`src/rtl/vdic_alu_stream_if.sv`:
```
// vdic_alu_stream_if: handshake bundle for the frame ALU.
// Command/operand beats flow in, one result per frame flows out.
interface vdic_alu_stream_if #(
    parameter int DATA_W = 8,
    parameter int ACC_W  = 2 * DATA_W
);
    logic              in_valid;
    logic              in_ready;
    logic [DATA_W-1:0] in_data;
    logic              in_last;
    logic              res_valid;
    logic              res_ready;
    logic [ACC_W-1:0]  res_data;
    logic [3:0]        res_status;
    modport master (
        output in_valid, in_data, in_last, res_ready,
        input  in_ready, res_valid, res_data, res_status
    );
    modport slave (
        input  in_valid, in_data, in_last, res_ready,
        output in_ready, res_valid, res_data, res_status
    );
endinterface

```
`src/rtl/vdic_alu_stream.sv`:
```
// vdic_alu_stream: framed streaming ALU folding up to MAX_OPS operands per command.
// res_status = {ZERO, CARRY, ERR_SIZE, ERR_CMD}.
module vdic_alu_stream #(
    parameter int DATA_W  = 8,
    parameter int MAX_OPS = 9,
    parameter int ACC_W   = 2 * DATA_W
) (
    input logic              clk,
    input logic              rst_n,
    vdic_alu_stream_if.slave bus
);
    localparam int CNT_W = $clog2(MAX_OPS + 1);
    localparam logic [2:0] OP_NOP = 3'd0, OP_ADD = 3'd1, OP_AND = 3'd2, OP_XOR = 3'd3;
    localparam logic [2:0] OP_OR = 3'd4, OP_SUB = 3'd5, OP_MAX = 3'd6, OP_BAD = 3'd7;
    typedef enum logic [1:0] {IDLE, DATA, DRAIN, RESP} state_t;
    state_t           state_q, state_d;
    logic             ready_q, ready_d;
    logic [2:0]       op_q, op_d;
    logic [ACC_W-1:0] acc_q, acc_d;
    logic [CNT_W-1:0] cnt_q, cnt_d;
    logic             err_cmd_q, err_cmd_d, err_size_q, err_size_d, carry_q, carry_d;
    logic [ACC_W-1:0] opnd, comb;
    logic [ACC_W:0]   sum;
    logic             fire, full, err, resp;
    // ready_q keeps in_ready low until the first edge after reset release
    assign bus.in_ready = ready_q && state_q != RESP;
    assign fire = bus.in_valid && bus.in_ready;
    assign opnd = ACC_W'(bus.in_data);
    assign sum  = {1'b0, acc_q} + {1'b0, opnd};
    assign full = cnt_q == CNT_W'(MAX_OPS);
    assign comb = op_q == OP_ADD ? sum[ACC_W-1:0] :
                  op_q == OP_AND ? acc_q & opnd :
                  op_q == OP_XOR ? acc_q ^ opnd :
                  op_q == OP_OR  ? acc_q | opnd :
                  op_q == OP_SUB ? acc_q - opnd :
                  op_q == OP_MAX ? (opnd > acc_q ? opnd : acc_q) : '0;
    assign err  = err_cmd_q || err_size_q;
    assign resp = state_q == RESP;
    assign bus.res_valid  = resp;
    assign bus.res_data   = resp && !err ? acc_q : '0;
    assign bus.res_status = resp ? {!err && acc_q == '0, !err && carry_q, err_size_q, err_cmd_q} : 4'b0;
    always_comb begin
        state_d    = state_q;
        ready_d    = 1'b1;
        op_d       = op_q;
        acc_d      = acc_q;
        cnt_d      = cnt_q;
        err_cmd_d  = err_cmd_q;
        err_size_d = err_size_q;
        carry_d    = carry_q;
        case (state_q)
            IDLE: if (fire) begin
                op_d       = bus.in_data[2:0];
                acc_d      = '0;
                cnt_d      = '0;
                carry_d    = 1'b0;
                err_cmd_d  = bus.in_data[2:0] == OP_BAD;
                err_size_d = bus.in_last;
                state_d    = bus.in_last ? RESP : DATA;
            end
            DATA: if (fire) begin
                if (full) begin
                    err_size_d = 1'b1;
                    state_d    = bus.in_last ? RESP : DRAIN;
                end else begin
                    acc_d   = cnt_q == '0 ? (op_q == OP_NOP ? '0 : opnd) : comb;
                    carry_d = carry_q || (cnt_q != '0 && ((op_q == OP_ADD && sum[ACC_W]) ||
                                                          (op_q == OP_SUB && opnd > acc_q)));
                    cnt_d   = cnt_q + CNT_W'(1);
                    state_d = bus.in_last ? RESP : DATA;
                end
            end
            DRAIN: if (fire && bus.in_last) state_d = RESP;
            default: if (bus.res_ready) state_d = IDLE;
        endcase
    end
    always_ff @(posedge clk or negedge rst_n) begin
        if (!rst_n) begin
            state_q    <= IDLE;
            ready_q    <= 1'b0;
            op_q       <= '0;
            acc_q      <= '0;
            cnt_q      <= '0;
            err_cmd_q  <= 1'b0;
            err_size_q <= 1'b0;
            carry_q    <= 1'b0;
        end else begin
            state_q    <= state_d;
            ready_q    <= ready_d;
            op_q       <= op_d;
            acc_q      <= acc_d;
            cnt_q      <= cnt_d;
            err_cmd_q  <= err_cmd_d;
            err_size_q <= err_size_d;
            carry_q    <= carry_d;
        end
    end
endmodule

```
`src/flat_wrapper.sv`:
```
// flat-port wrapper written by rule: the top's interface ports become plain ports
module vdic_alu_stream_flat 
#(
    parameter int DATA_W  = 8,
    parameter int MAX_OPS = 9,
    parameter int ACC_W   = 2 * DATA_W
)
  (clk, rst_n, bus_in_valid, bus_in_data, bus_in_last, bus_res_ready, bus_in_ready, bus_res_valid, bus_res_data, bus_res_status);
  vdic_alu_stream_if #(.DATA_W(DATA_W), .ACC_W(ACC_W)) bus_i ();
  input logic clk;
  input logic rst_n;
  input wire logic [$bits(bus_i.in_valid)-1:0] bus_in_valid;
  input wire logic [$bits(bus_i.in_data)-1:0] bus_in_data;
  input wire logic [$bits(bus_i.in_last)-1:0] bus_in_last;
  input wire logic [$bits(bus_i.res_ready)-1:0] bus_res_ready;
  output wire logic [$bits(bus_i.in_ready)-1:0] bus_in_ready;
  output wire logic [$bits(bus_i.res_valid)-1:0] bus_res_valid;
  output wire logic [$bits(bus_i.res_data)-1:0] bus_res_data;
  output wire logic [$bits(bus_i.res_status)-1:0] bus_res_status;
  assign bus_i.in_valid = bus_in_valid;
  assign bus_i.in_data = bus_in_data;
  assign bus_i.in_last = bus_in_last;
  assign bus_i.res_ready = bus_res_ready;
  assign bus_in_ready = bus_i.in_ready;
  assign bus_res_valid = bus_i.res_valid;
  assign bus_res_data = bus_i.res_data;
  assign bus_res_status = bus_i.res_status;
  vdic_alu_stream #(.DATA_W(DATA_W), .MAX_OPS(MAX_OPS), .ACC_W(ACC_W)) u_core (.clk(clk), .rst_n(rst_n), .bus(bus_i));
endmodule
```
`config.mk`:
```
export PLATFORM = sky130hd
export DESIGN_NAME = vdic_alu_stream_flat
export DESIGN_NICKNAME = d
export VERILOG_FILES = /design/src/rtl/vdic_alu_stream_if.sv /design/src/rtl/vdic_alu_stream.sv /design/src/flat_wrapper.sv
export SDC_FILE = /design/constraint.sdc
export NUM_CORES = 1
export LEC_CHECK = 0
export CORE_MARGIN = 4
export CORE_UTILIZATION = 34
export CTS_CLUSTER_DIAMETER = 50
export DETAILED_ROUTE_END_ITERATION = 6
export HOLD_SLACK_MARGIN = 0.08
export SYNTH_ARGS = -nofsm -noshare
export SYNTH_HDL_FRONTEND = slang
export SYNTH_SLANG_ARGS = --single-unit
export TNS_END_PERCENT = 100
```
`constraint.sdc`:
```
create_clock -name clk -period 5.8 [get_ports clk]
set_input_delay 0.87 -clock clk [delete_from_list [all_inputs] [get_ports clk]]
set_output_delay 0.87 -clock clk [all_outputs]
set_load 0.005 [all_outputs]
```
; Word-level counts from Yosys, hierarchy flattened
; Index checks and enable logic that the tools add are counted.
[totals]
ramBits = 0
memories = 0
latch_bits = 0
mem_bits_ro = 0
out_inout_bits = 22
regBits = 29
elab_cells = 93
[op_classes]
n_reduce_logical = 25
n_div = 0
bitwise = 3
shift = 0
n_mux = 35
n_eq_ne = 18
order_cmp = 1
mul = 0
add_sub_neg = 3
[ops]
columns = op, n
row1 = 16-bit 2-to-1 mux, 12
row2 = 16-bit case mux with 2 select lines, 1
row3 = 16-bit by 8-bit adder with 17-bit output, 1
row4 = 16-bit by 8-bit AND with 16-bit output, 1
row5 = 8-bit by 16-bit greater-than comparator with 1-bit output, 1
row6 = 16-bit zero test, 1
row7 = 4-bit 2-to-1 mux, 4
row8 = 16-bit by 8-bit bitwise OR with 16-bit output, 1
row9 = 16-bit by 8-bit subtractor with 16-bit output, 1
row10 = 16-bit by 8-bit bitwise XOR with 16-bit output, 1
row11 = "3-bit equality test, second input constant", 4
row12 = 2-bit 2-to-1 mux, 6
row13 = 4-bit AND reduction, 3
row14 = 1-bit logical AND, 9
row15 = "9-bit by 5-bit inequality test with 1-bit output, second input constant", 1
row16 = 8-bit 2-to-1 mux, 1
row17 = "2-bit by 1-bit inequality test with 1-bit output, second input constant", 4
row18 = 4-bit case mux with 2 select lines, 1
row19 = 4-bit nonzero test, 2
row20 = 1-bit 2-to-1 mux, 7
row21 = "3-bit by 2-bit equality test with 1-bit output, second input constant", 2
row22 = 2-bit case mux with 3 select lines, 1
row23 = 5-bit AND reduction, 1
row24 = "4-bit by 1-bit adder with 4-bit output, second input constant", 1
row25 = 13 further kinds, 18

; Longest topological paths before layout
[logic_depth]
word_depth = 12
ltp_mapped = 10

; Least setup slack after synthesis
; Ideal clock, no wire load.
[synth_timing]
path_type = input -> register
startpoint = in bus_in_data[0]
endpoint = reg u_core.acc_q[6]
setup_time_ns = 0.074
required_ns = 5.726
stages = 9
arrival_ns = 2.712
path_slack_ns = 3.014
path_cell_list = ha_1 inv_1 fa_1 nor2b_1 o2111ai_1 and3_1 or4_1 a31o_1 o21ai_2
[synth_between]
elab_chain_cells = 10
elab_cells_between_ends = 14
[synth_rtl]
columns = item, line
row1 = from (decl), flat_wrapper.sv:13  ; input wire logic [$bits(bus_i.in_data)-1:0] bus_in_data;
row2 = 16-bit by 8-bit subtractor with 16-bit output, vdic_alu_stream.sv:35  ; op_q == OP_SUB ? acc_q - opnd :
row3 = 16-bit 2-to-1 mux, vdic_alu_stream.sv:35
row4 = 16-bit 2-to-1 mux, vdic_alu_stream.sv:34  ; op_q == OP_OR ? acc_q | opnd :
row5 = 16-bit 2-to-1 mux, vdic_alu_stream.sv:33  ; op_q == OP_XOR ? acc_q ^ opnd :
row6 = 16-bit 2-to-1 mux, vdic_alu_stream.sv:32  ; op_q == OP_AND ? acc_q & opnd :
row7 = 16-bit 2-to-1 mux, vdic_alu_stream.sv:31  ; assign comb = op_q == OP_ADD ? sum[ACC_W-1:0] :
row8 = 16-bit 2-to-1 mux, vdic_alu_stream.sv:66  ; acc_d = cnt_q == '0 ? (op_q == OP_NOP ? '0 : opnd) : comb;
row9 = 16-bit 2-to-1 mux, vdic_alu_stream.sv:62  ; if (full) begin
row10 = 16-bit 2-to-1 mux, vdic_alu_stream.sv:61  ; DATA: if (fire) begin
row11 = 16-bit case mux with 2 select lines, vdic_alu_stream.sv:51  ; case (state_q)
row12 = to (signal assigned), vdic_alu_stream.sv:82  ; acc_q <= '0;
row13 = to (signal assigned), vdic_alu_stream.sv:91  ; acc_q <= acc_d;
row14 = to (decl), vdic_alu_stream.sv:19  ; logic [ACC_W-1:0] acc_q, acc_d;
; Parallel ways exist; a longest one is shown, timed or not. The select of a mux whose other input is x is not followed.
; A chain may end at the register's enable or synchronous reset.

; Worst setup path after layout
[layout_timing]
startpoint = in bus_in_data[0]
endpoint = reg u_core.acc_q[5]
; Same word-level chain as after synthesis.

==> flow_metrics.tcl <==
set metrics [dict create \
    outcome "finished, final reports clean" \
    ys_seq_area_share_pct 21.7 \
    rsz0062_at_grt "no" \
    syn_avg_cell_area_sq_um 7.71 \
    grt.overflow.total 0 \
    crit_path_end "u_core.acc_q[5]" \
    min_period_over_period_pct 63.3 \
    powerDensity_nw_per_um2 469 \
    yosysWarnings 0 \
    fill_cells 978 \
    min_path_type "reg2reg" \
    avgViaCountPerCell 5.71 \
    synth-seq-cells 29 \
    diodes 0 \
    stdcell_count 585 \
    start_kind "primary input" \
    power_frac_clock_pct 12.8 \
    post_drt_wl_per_cell_microns 16.8 \
    synth_cells 433 \
    io_buffers 34 \
    drc 0 \
    cts_hold_buf 0 \
    dpl_cell_area_sq_um 3780 \
    comb_power_share_pct 65.0 \
    hold_ws_ps 484 \
    fin_nets 502 \
    worst_ir_drop_vdd_v 0.000198 \
    post_cts_buffers 0 \
    h-tree-depth 2 \
    path_class "in2reg" \
    timing.rr.start "u_core.op_q[1]" \
    tightest_slew_ps 880 \
    hold_violations 0 \
    root_buffer "clkbuf_8" \
    path_max_fanout 17 \
    r2r_slack_ps 2570 \
    vias 3342 \
    synth_fp_nets 480 \
    die_h_microns 107 \
    p_leak_nw 1.61 \
    drt_pre_antenna_iters 4 \
    dpl.cell_count 577 \
    fin_crit_ps 3670 \
    post_cts_resized 0 \
    core-area_sq_um 9420 \
    layout.cells.most_common "a21oi_1" \
    timing.setup.tns_ps 0 \
    p_int_mw 0.878 \
    die_x_microns 107 \
    synth_cell_type_count 72 \
    grtUsageTotal_pct 17.7 \
    dp_hpwl_microns 6850 \
    worstPathRequired_ps 5990 \
    start_util_pct 35.4 \
    grt_max_degree 31 \
    drtIter0Drc 172 \
    ant_nets 0 \
    gp_congestion 0.931 \
    clk_latency_ps 300 \
    maxCapViolations 0 \
    fmax_mhz 272 \
    cts_buffer_depth 2 \
    synth_area_sq_um 3340 \
    antenna_found_initial 0 \
    skew_ps 8.23 \
    seqCellArea_sq_um 726 \
    async_flop_share_pct 100 \
    pwr-share-seq_pct 22.2 \
    finalSetupViolCount 0 \
    maxSlewViolCount 0 \
    dieArea_sq_um 11500 \
    synth_edf_count 0 \
    switching_power_mw 0.947 \
    cp-end-kind "flop" \
    switching_share_pct 51.9 \
    multiInputGateArea_sq_um 2380 \
    num_io_pins 35 \
    clock-sinks 29 \
    design_area_sq_um 3890 \
    finalWirelength_microns 9800 \
    drive_above_1_share_pct 6.14 \
    final_cell_mix "39 x a21oi_1, 34 x clkdlybuf4s50_1, 33 x inv_1" \
    row_count 35 \
    ys.flop_type "dfrtp_1" \
    slew_headroom_pct 41.1 \
    rr_endpoint "u_core.acc_q[5]" \
    cts_tree "built" \
    numCtsBuffers 5 \
    syn2layout_area_growth_pct 16.6 \
    path_clk_slew_ps 80 \
    grt_pass1_vias 3187 \
    arrival_ps 3860 \
    grt_first_pass_wirelength_microns 16400 \
    crit_start "bus_in_data[0]" \
    reg2regPathDepth 6 \
]
## metal layers
layer / GRT usage [%] / vias up / wire [microns]
li1: - / 1619 / -
met1: 25.0 / 1582 / 4550
met2: 27.1 / 125 / 4470
met3: 3.01 / 16 / 601
met4: 5.94 / 0 / 185
met5: 0 / - / 0
## synthesized netlist by cell type, types with 3 or more instances
cell      instances  area share, %
nor2_1           30            3.4
mux2_2            3            1.0
nor4_1            3           0.56
nand4_1           5           0.94
o21ai_0          24            3.6
o211ai_1          4           0.90
or3_1             3           0.56
a21o_1            6            1.3
o21a_1            4           0.90
a221o_1           4            1.2
a31oi_1          10            1.9
ha_1             32             12
a21oi_1          39            5.8
nor3_1           15            2.2
inv_1            33            3.7
clkbuf_1         10            1.1
nor2b_1           5           0.94
and3_1            3           0.56
a221oi_1          4            1.0
o41ai_1           3           0.79
a22o_1            3           0.79
buf_2             6           0.90
a211o_1           3           0.79
nand3_1          10            1.5
dfrtp_1          29             22
nand2b_1          8            1.5
nand2_1          32            3.6
xnor2_1           5            1.3
mux2i_1           3           0.90
buf_1             6           0.67
and2_1           21            3.9
o31ai_1          10            2.2
o31a_1            3           0.79
## area by class of cell
class / count / area share, %
Clock buffer: 7 / 2.22
Clock inverter: 1 / 0.771
Inverter: 34 / 3.28
Multi-Input combinational cell: 346 / 61.2
Sequential cell: 29 / 18.6
Tap cell: 129 / 4.15
Timing Repair Buffer: 39 / 9.71
## worst min-delay path by stage
stage | from | end | slack [ps] | cells past startpoint
2_1_floorplan | u_core.carry_q | u_core.carry_q | 450 | 1
3_3_place_gp | u_core.carry_q | u_core.carry_q | 470 | 1
3_5_place_dp | u_core.op_q[0] | u_core.op_q[0] | 470 | 2
4_1_cts | u_core.op_q[0] | u_core.op_q[0] | 490 | 2
5_1_grt | u_core.carry_q | u_core.carry_q | 530 | 1
6_report | u_core.op_q[0] | u_core.op_q[0] | 480 | 2
## state kept, by name, indices dropped and copies added, names as in the netlist
signal	count
u_core.err_cmd_q	1
u_core.carry_q	1
u_core.cnt_q	4
u_core.state_q	2
u_core.err_size_q	1
u_core.ready_q	1
u_core.op_q	3
u_core.acc_q	16
## critical path, cell delays in order
cell	delay, ps
clkdlybuf4s50_1	530
ha_1	270
fa_1	430
nor2_2	170
o311a_4	190
o21bai_2	150
a31oi_2	770
a2111oi_0	180
a221o_1	300
## power by group through the flow
stage / Combinational (mW) / Clock (mW) / Sequential [mW]
after floorplan: 0.916 / 0 / 0.350
after global placement: 1.15 / 0 / 0.405
after detailed placement: 1.16 / 0 / 0.408
after CTS: 1.17 / 0.237 / 0.404
after global routing: 1.33 / 0.249 / 0.423
final: 1.19 / 0.234 / 0.405
## metrics by stage
stage               power [mW]  util (%)  setup WS (ps)
floorplan                 1.27         -           3010
global placement          1.55      40.1           1930
detailed placement        1.57      40.1           1870
CTS                       1.81      41.3           2180
global route              2.00      41.3           1810
finish                    1.83      41.3           2130
## cell families (layout without fill, tap and decap cells)
family                   count (synthesis)  in the layout  synth area share, %
XOR/XNOR                                 7              7                 1.84
AND/OR/NAND/NOR                        149            149                 23.1
buffers and inverters                   58             81                 6.97
AO/OA/AOI/OAI                          149            149                 31.1
other                                    1              1                0.112
multiplexers                             6              6                 1.91
flip-flops                              29             29                 21.7
adder cells (fa/ha/maj)                 34             34                 13.2
Note: power is estimated with default switching activity, not from simulation.
==> RTL edit 1: new RTL, same flow settings <==
The 4 states of `state_t` get a one-hot encoding in 4 bits.
--- a/src/rtl/vdic_alu_stream.sv
+++ b/src/rtl/vdic_alu_stream.sv
@@ -12,7 +12,7 @@
     localparam int CNT_W = $clog2(MAX_OPS + 1);
     localparam logic [2:0] OP_NOP = 3'd0, OP_ADD = 3'd1, OP_AND = 3'd2, OP_XOR = 3'd3;
     localparam logic [2:0] OP_OR = 3'd4, OP_SUB = 3'd5, OP_MAX = 3'd6, OP_BAD = 3'd7;
-    typedef enum logic [1:0] {IDLE, DATA, DRAIN, RESP} state_t;
+    typedef enum logic [3:0] {IDLE = 4'b0001, DATA = 4'b0010, DRAIN = 4'b0100, RESP = 4'b1000} state_t;
     state_t           state_q, state_d;
     logic             ready_q, ready_d;
     logic [2:0]       op_q, op_d;
Formal check against the unedited RTL: same outputs for any inputs over 4 cycles, from zero or initial values and one cycle with rst_n low; so few cycles prove little.
==> RTL edit 1 against the unedited design <==
  * Die area up 0.83%
  * Non-clock buffer count down 2
  * Clock power down 21%
  * Wire length up 0.36%
  * Clock skew up 0.0056 ns
  * Cell area about the same
  * Sequential cell count up 2
  * Area after synthesis up 0.90%
  * Via count up 0.60%
  * Worst setup slack worse by 0.18 ns
  * Critical path type is now flip-flop to output pin
  * Total power down 4.4%
==> RTL edit 1: results (changes against the unedited design) <==
stage	metric	value	unit	change
run_status	status	finished, final reports clean		unchanged
setup_path	dominant delay contributor by cell family on the critical path	simple AND/OR/NAND/NOR gates		was compound AO/OA/AOI/OAI gates
sta	skew final	0.0138	ns	was 0.00823 ns
final_layout	share of post-route cells with drive strength above 1	0.0754		was 0.0614
grt	met2 Use GR	0.301		was 0.271
place	placed insts	576		was 577
routing	Post-Route WL	9840	µm	was 9800 µm
grt	vias in the first global route	3206		was 3187
place	GPL Wtd Cong	0.899		was 0.931
yosys	multiplexer share of the synthesized area	0.00892		was 0.0191
grt	largest net degree at the start of global routing	33		was 31
setup_path	crit-path max FO	18		was 17
yosys	Synth Area in Adders	0.116		was 0.132
routing	metal2 WL	4810	µm	was 4470 µm
yosys	Synth Area in XOR/XNOR	0.0260		was 0.0184
power	Clk pwr share	0.106		was 0.128
grt	GRT Resource Usage Total	0.174		was 0.177
routing	total number of vias	3362		was 3342
yosys	post-synthesis compound-gate area fraction	0.301		was 0.311
final_layout	top flop regs	u_core.acc_q (16), u_core.cnt_q (4), u_core.state_q (4)		was u_core.acc_q (16), u_core.cnt_q (4), u_core.op_q (3)
place	HPWL Detailed	7290	µm	was 6850 µm
yosys	Syn Nets	470		was 480
setup_path	Max stage delay on crit path	0.86	ns	was 0.77 ns
power	Flop pwr share	0.257		was 0.222
setup_path	Worst Path Arrival	2.98	ns	was 3.86 ns
grt	global-route wire length before repair	16300	µm	was 16400 µm
routing	met3 wire len	472	µm	was 601 µm
routing	routed len/inst	16.8	µm	about the same
routing	M1 wire length	4390	µm	was 4550 µm
final_layout	Final nets	493		was 502
yosys	Post-synth top cells	40 x nand2_1, 34 x a21oi_1, 34 x o21ai_0, 30 x dfrtp_1, 29 x inv_1		was 39 x a21oi_1, 33 x inv_1, 32 x ha_1, 32 x nand2_1, 30 x nor2_1
yosys	Netlist cell types	79		was 72
power	Internal Power	0.000814	W	was 0.000878 W
routing	first-pass detailed-route iteration total	5		was 4
place	Post-DP Area	0.00380	mm²	was 0.00378 mm²
power	VDD IR max	141	µV	was 198 µV
sta	worst-margin pin slew	0.964	ns	was 0.880 ns
-- RTL edit 1: cell count changes in the layout (fill, tap and decap cells not counted), moves of 5 or more --
cell,change
o31ai_1,-5
nor3_1,-6
o21ai_0,+10
nand2_1,+8
a21oi_1,-5
-- RTL edit 1: final timing paths --
kind / startpoint / end / slack, ns / cells past startpoint
max reg2reg: u_core.op_q[1] / u_core.acc_q[9] / 2.64 / 7
max in group asynchronous: rst_n / u_core.state_q[0] / 4.48 / 2
min: u_core.carry_q / u_core.carry_q / 0.49 / 2
max: u_core.state_q[1] / bus_res_status[3] / 1.95 / 4
min reg2reg: u_core.carry_q / u_core.carry_q / 0.49 / 2
min in group asynchronous: rst_n / u_core.acc_q[11] / 0.97 / 2
-- RTL edit 1: area by class of cell --
cell class | count | area [µm²]
Tap cell | 133 | 166
Sequential cell | 31 | 777
Fill cell | 1032 | 5830
Clock buffer | 7 | 86.3
Multi-Input combinational cell | 343 | 2380
Inverter | 32 | 120
Timing Repair Buffer | 37 | 363
Clock inverter | 1 | 5.00
==> RTL edit 2: new RTL, config.mk and constraints unchanged <==
Without the edit above. `MAX_OPS` is set to 9 in 2 places; all go to 8.
--- a/src/rtl/vdic_alu_stream.sv
+++ b/src/rtl/vdic_alu_stream.sv
@@ -2,7 +2,7 @@
 // res_status = {ZERO, CARRY, ERR_SIZE, ERR_CMD}.
 module vdic_alu_stream #(
     parameter int DATA_W  = 8,
-    parameter int MAX_OPS = 9,
+    parameter int MAX_OPS = 8,
     parameter int ACC_W   = 2 * DATA_W
 ) (
     input logic              clk,
--- a/src/flat_wrapper.sv
+++ b/src/flat_wrapper.sv
@@ -2,7 +2,7 @@
 module vdic_alu_stream_flat 
 #(
     parameter int DATA_W  = 8,
-    parameter int MAX_OPS = 9,
+    parameter int MAX_OPS = 8,
     parameter int ACC_W   = 2 * DATA_W
 )
   (clk, rst_n, bus_in_valid, bus_in_data, bus_in_last, bus_res_ready, bus_in_ready, bus_res_valid, bus_res_data, bus_res_status);
Behaviour: same outputs for any inputs over 4 cycles, from zero or initial values and one cycle with rst_n low; that may be too few to reach the edited logic, so the function may still have changed.
==> RTL edit 2 against the unedited design <==
  * Area after synthesis grew 1.9%
  * Non-clock buffer count shrank 2
  * Worst setup slack got worse by 0.48 ns
  * Cell area is 0.77% higher
  * Critical path depth up 1
  * Sequential cell count unchanged
  * Wire length up 3.6%
  * Total power down 1.0%
  * Critical endpoint is now u_core.acc_q[8]
==> RTL edit 2: results (changes against the unedited design) <==
stage	metric	value	unit	change
run_status	status	finished, final reports clean		unchanged
place	HPWL Detailed	7430	µm	was 6850 µm
power	Internal Power	0.000835	W	was 0.000878 W
grt	global-route wire length before repair	16800	µm	was 16400 µm
routing	first-pass detailed-route iteration total	4		unchanged
final_layout	layout filler cell count	1018		was 978
setup_path	slowest stage cell on the critical path	o21a_1		was a31oi_2
yosys	Syn Nets	505		was 480
routing	routed len/inst	16.5	µm	was 16.8 µm
yosys	Netlist cell types	68		was 72
sta	skew final	0.00689	ns	was 0.00823 ns
final_layout	Final nets	527		was 502
final_layout	share of post-route cells with drive strength above 1	0.0477		was 0.0614
power	VDD IR max	205	µV	was 198 µV
clock_network	clk slew on worst S/H paths	0.07	ns	
setup_path	Worst Path Arrival	4.32	ns	was 3.86 ns
power	Pleak	1.63	nW	was 1.61 nW
setup_path	Max stage delay on crit path	0.73	ns	was 0.77 ns
setup_path	RR Endpoint	u_core.acc_q[8]		was u_core.acc_q[5]
place	placed insts	607		was 577
clock_network	CTS buffer count	5		unchanged
setup_path	R2R depth	10		was 6
yosys	Post-synth top cells	48 x nand2_1, 43 x nor2_1, 38 x a21oi_1, 32 x inv_1, 32 x o21ai_0		was 39 x a21oi_1, 33 x inv_1, 32 x ha_1, 32 x nand2_1, 30 x nor2_1
place	PortBufs	34		unchanged
clock_network	post-cts resize count	0		unchanged
yosys	Syn Inst Count	459		was 433
final_layout	top flop regs	u_core.acc_q (16), u_core.cnt_q (4), u_core.op_q (3)		unchanged
setup_path	crit-path max FO	23		was 17
grt	vias in the first global route	3273		was 3187
routing	total number of vias	3464		was 3342
place	GPL Wtd Cong	0.903		was 0.931
routing	Detailed Route Iter0 Violations	165		was 172
sta	Max-slew headroom	0.264		was 0.411
setup_path	worst r2r src	u_core.acc_q[0]		was u_core.op_q[1]
yosys	top area cells in the synthesized netlist	dfrtp_1 21%, ha_1 11%, a21oi_1 5.6%		was dfrtp_1 22%, ha_1 12%, a21oi_1 5.8%
grt	GRT Resource Usage Total	0.178		was 0.177
routing	drt via density	5.63		was 5.71
yosys	sequential share of the synthesized area	0.213		was 0.217
setup_path	reg-to-reg slack, setup	2.30	ns	was 2.57 ns
sta	Fmax	241	MHz	was 272 MHz
grt	largest net degree at the start of global routing	35		was 31
-- RTL edit 2: final cells by class --
class,instances,share of cell area
Clock buffer,5,0.0175
Clock inverter,3,0.00447
Inverter,33,0.0316
Multi-Input combinational cell,375,0.626
Sequential cell,29,0.185
Tap cell,133,0.0424
Timing Repair Buffer,37,0.0925
-- RTL edit 2: worst max-delay path: cells and delay by family --
family                     cells  cell delay [ns]
adders and majority gates      2             0.70
buffers and inverters          1             0.52
AOI/OAI and AO/OA              6             2.07
and+or+nand+nor                1             0.15
-- RTL edit 2: worst min-delay path by stage --
| stage | cells past startpoint | startpoint | end | slack [ns] |
|---|---|---|---|---|
| floorplan | 2 | u_core.err_cmd_q | u_core.err_cmd_q | 0.46 |
| global placement | 2 | u_core.err_cmd_q | u_core.err_cmd_q | 0.51 |
| detailed placement | 2 | u_core.err_cmd_q | u_core.err_cmd_q | 0.51 |
| CTS | 2 | u_core.err_cmd_q | u_core.err_cmd_q | 0.53 |
| global route | 2 | u_core.carry_q | u_core.carry_q | 0.58 |
| finish | 2 | u_core.err_cmd_q | u_core.err_cmd_q | 0.52 |
-- RTL edit 2: logic make-up after synthesis --
group,Yosys count,synth area share
DFF,29,0.213
adders and majority gates,33,0.126
AOI/OAI and AO/OA,152,0.295
muxes,5,0.0154
buffers and inverters,55,0.0658
and+or+nand+nor,177,0.266
other,1,0.00110
xor gates and xnor gates,7,0.0180
-- RTL edit 2: metal layers --
metal / track usage / wire, µm / vias up
met1: 0.251 / 4620 / 1619
met3: 0.0257 / 749 / 15
li1: - / - / 1692
met5: 0 / 0 / -
met4: 0.0361 / 143 / 0
met2: 0.290 / 4640 / 138
-- RTL edit 2: power groups by stage --
stage,logic (W),registers [W],clock network (W)
2_1_floorplan,0.000956,0.000340,0
3_3_place_gp,0.00118,0.000424,0
3_5_place_dp,0.00119,0.000424,0
4_1_cts,0.00120,0.000421,0.000177
5_1_grt,0.00135,0.000445,0.000186
6_report,0.00121,0.000425,0.000174
-- RTL edit 2: metrics by stage --
stage | cell area (µm²) | utilization | setup WS (ns) | hold slack (ns)
4_1_cts | 3920 | 0.401 | 1.67 | 0.530
2_1_floorplan | 3400 | - | 2.92 | 0.459
3_5_place_dp | 3840 | 0.392 | 1.39 | 0.513
5_1_grt | 3920 | 0.401 | 1.39 | 0.576
6_report | 3920 | 0.401 | 1.65 | 0.524
3_3_place_gp | 3840 | 0.392 | 1.49 | 0.508
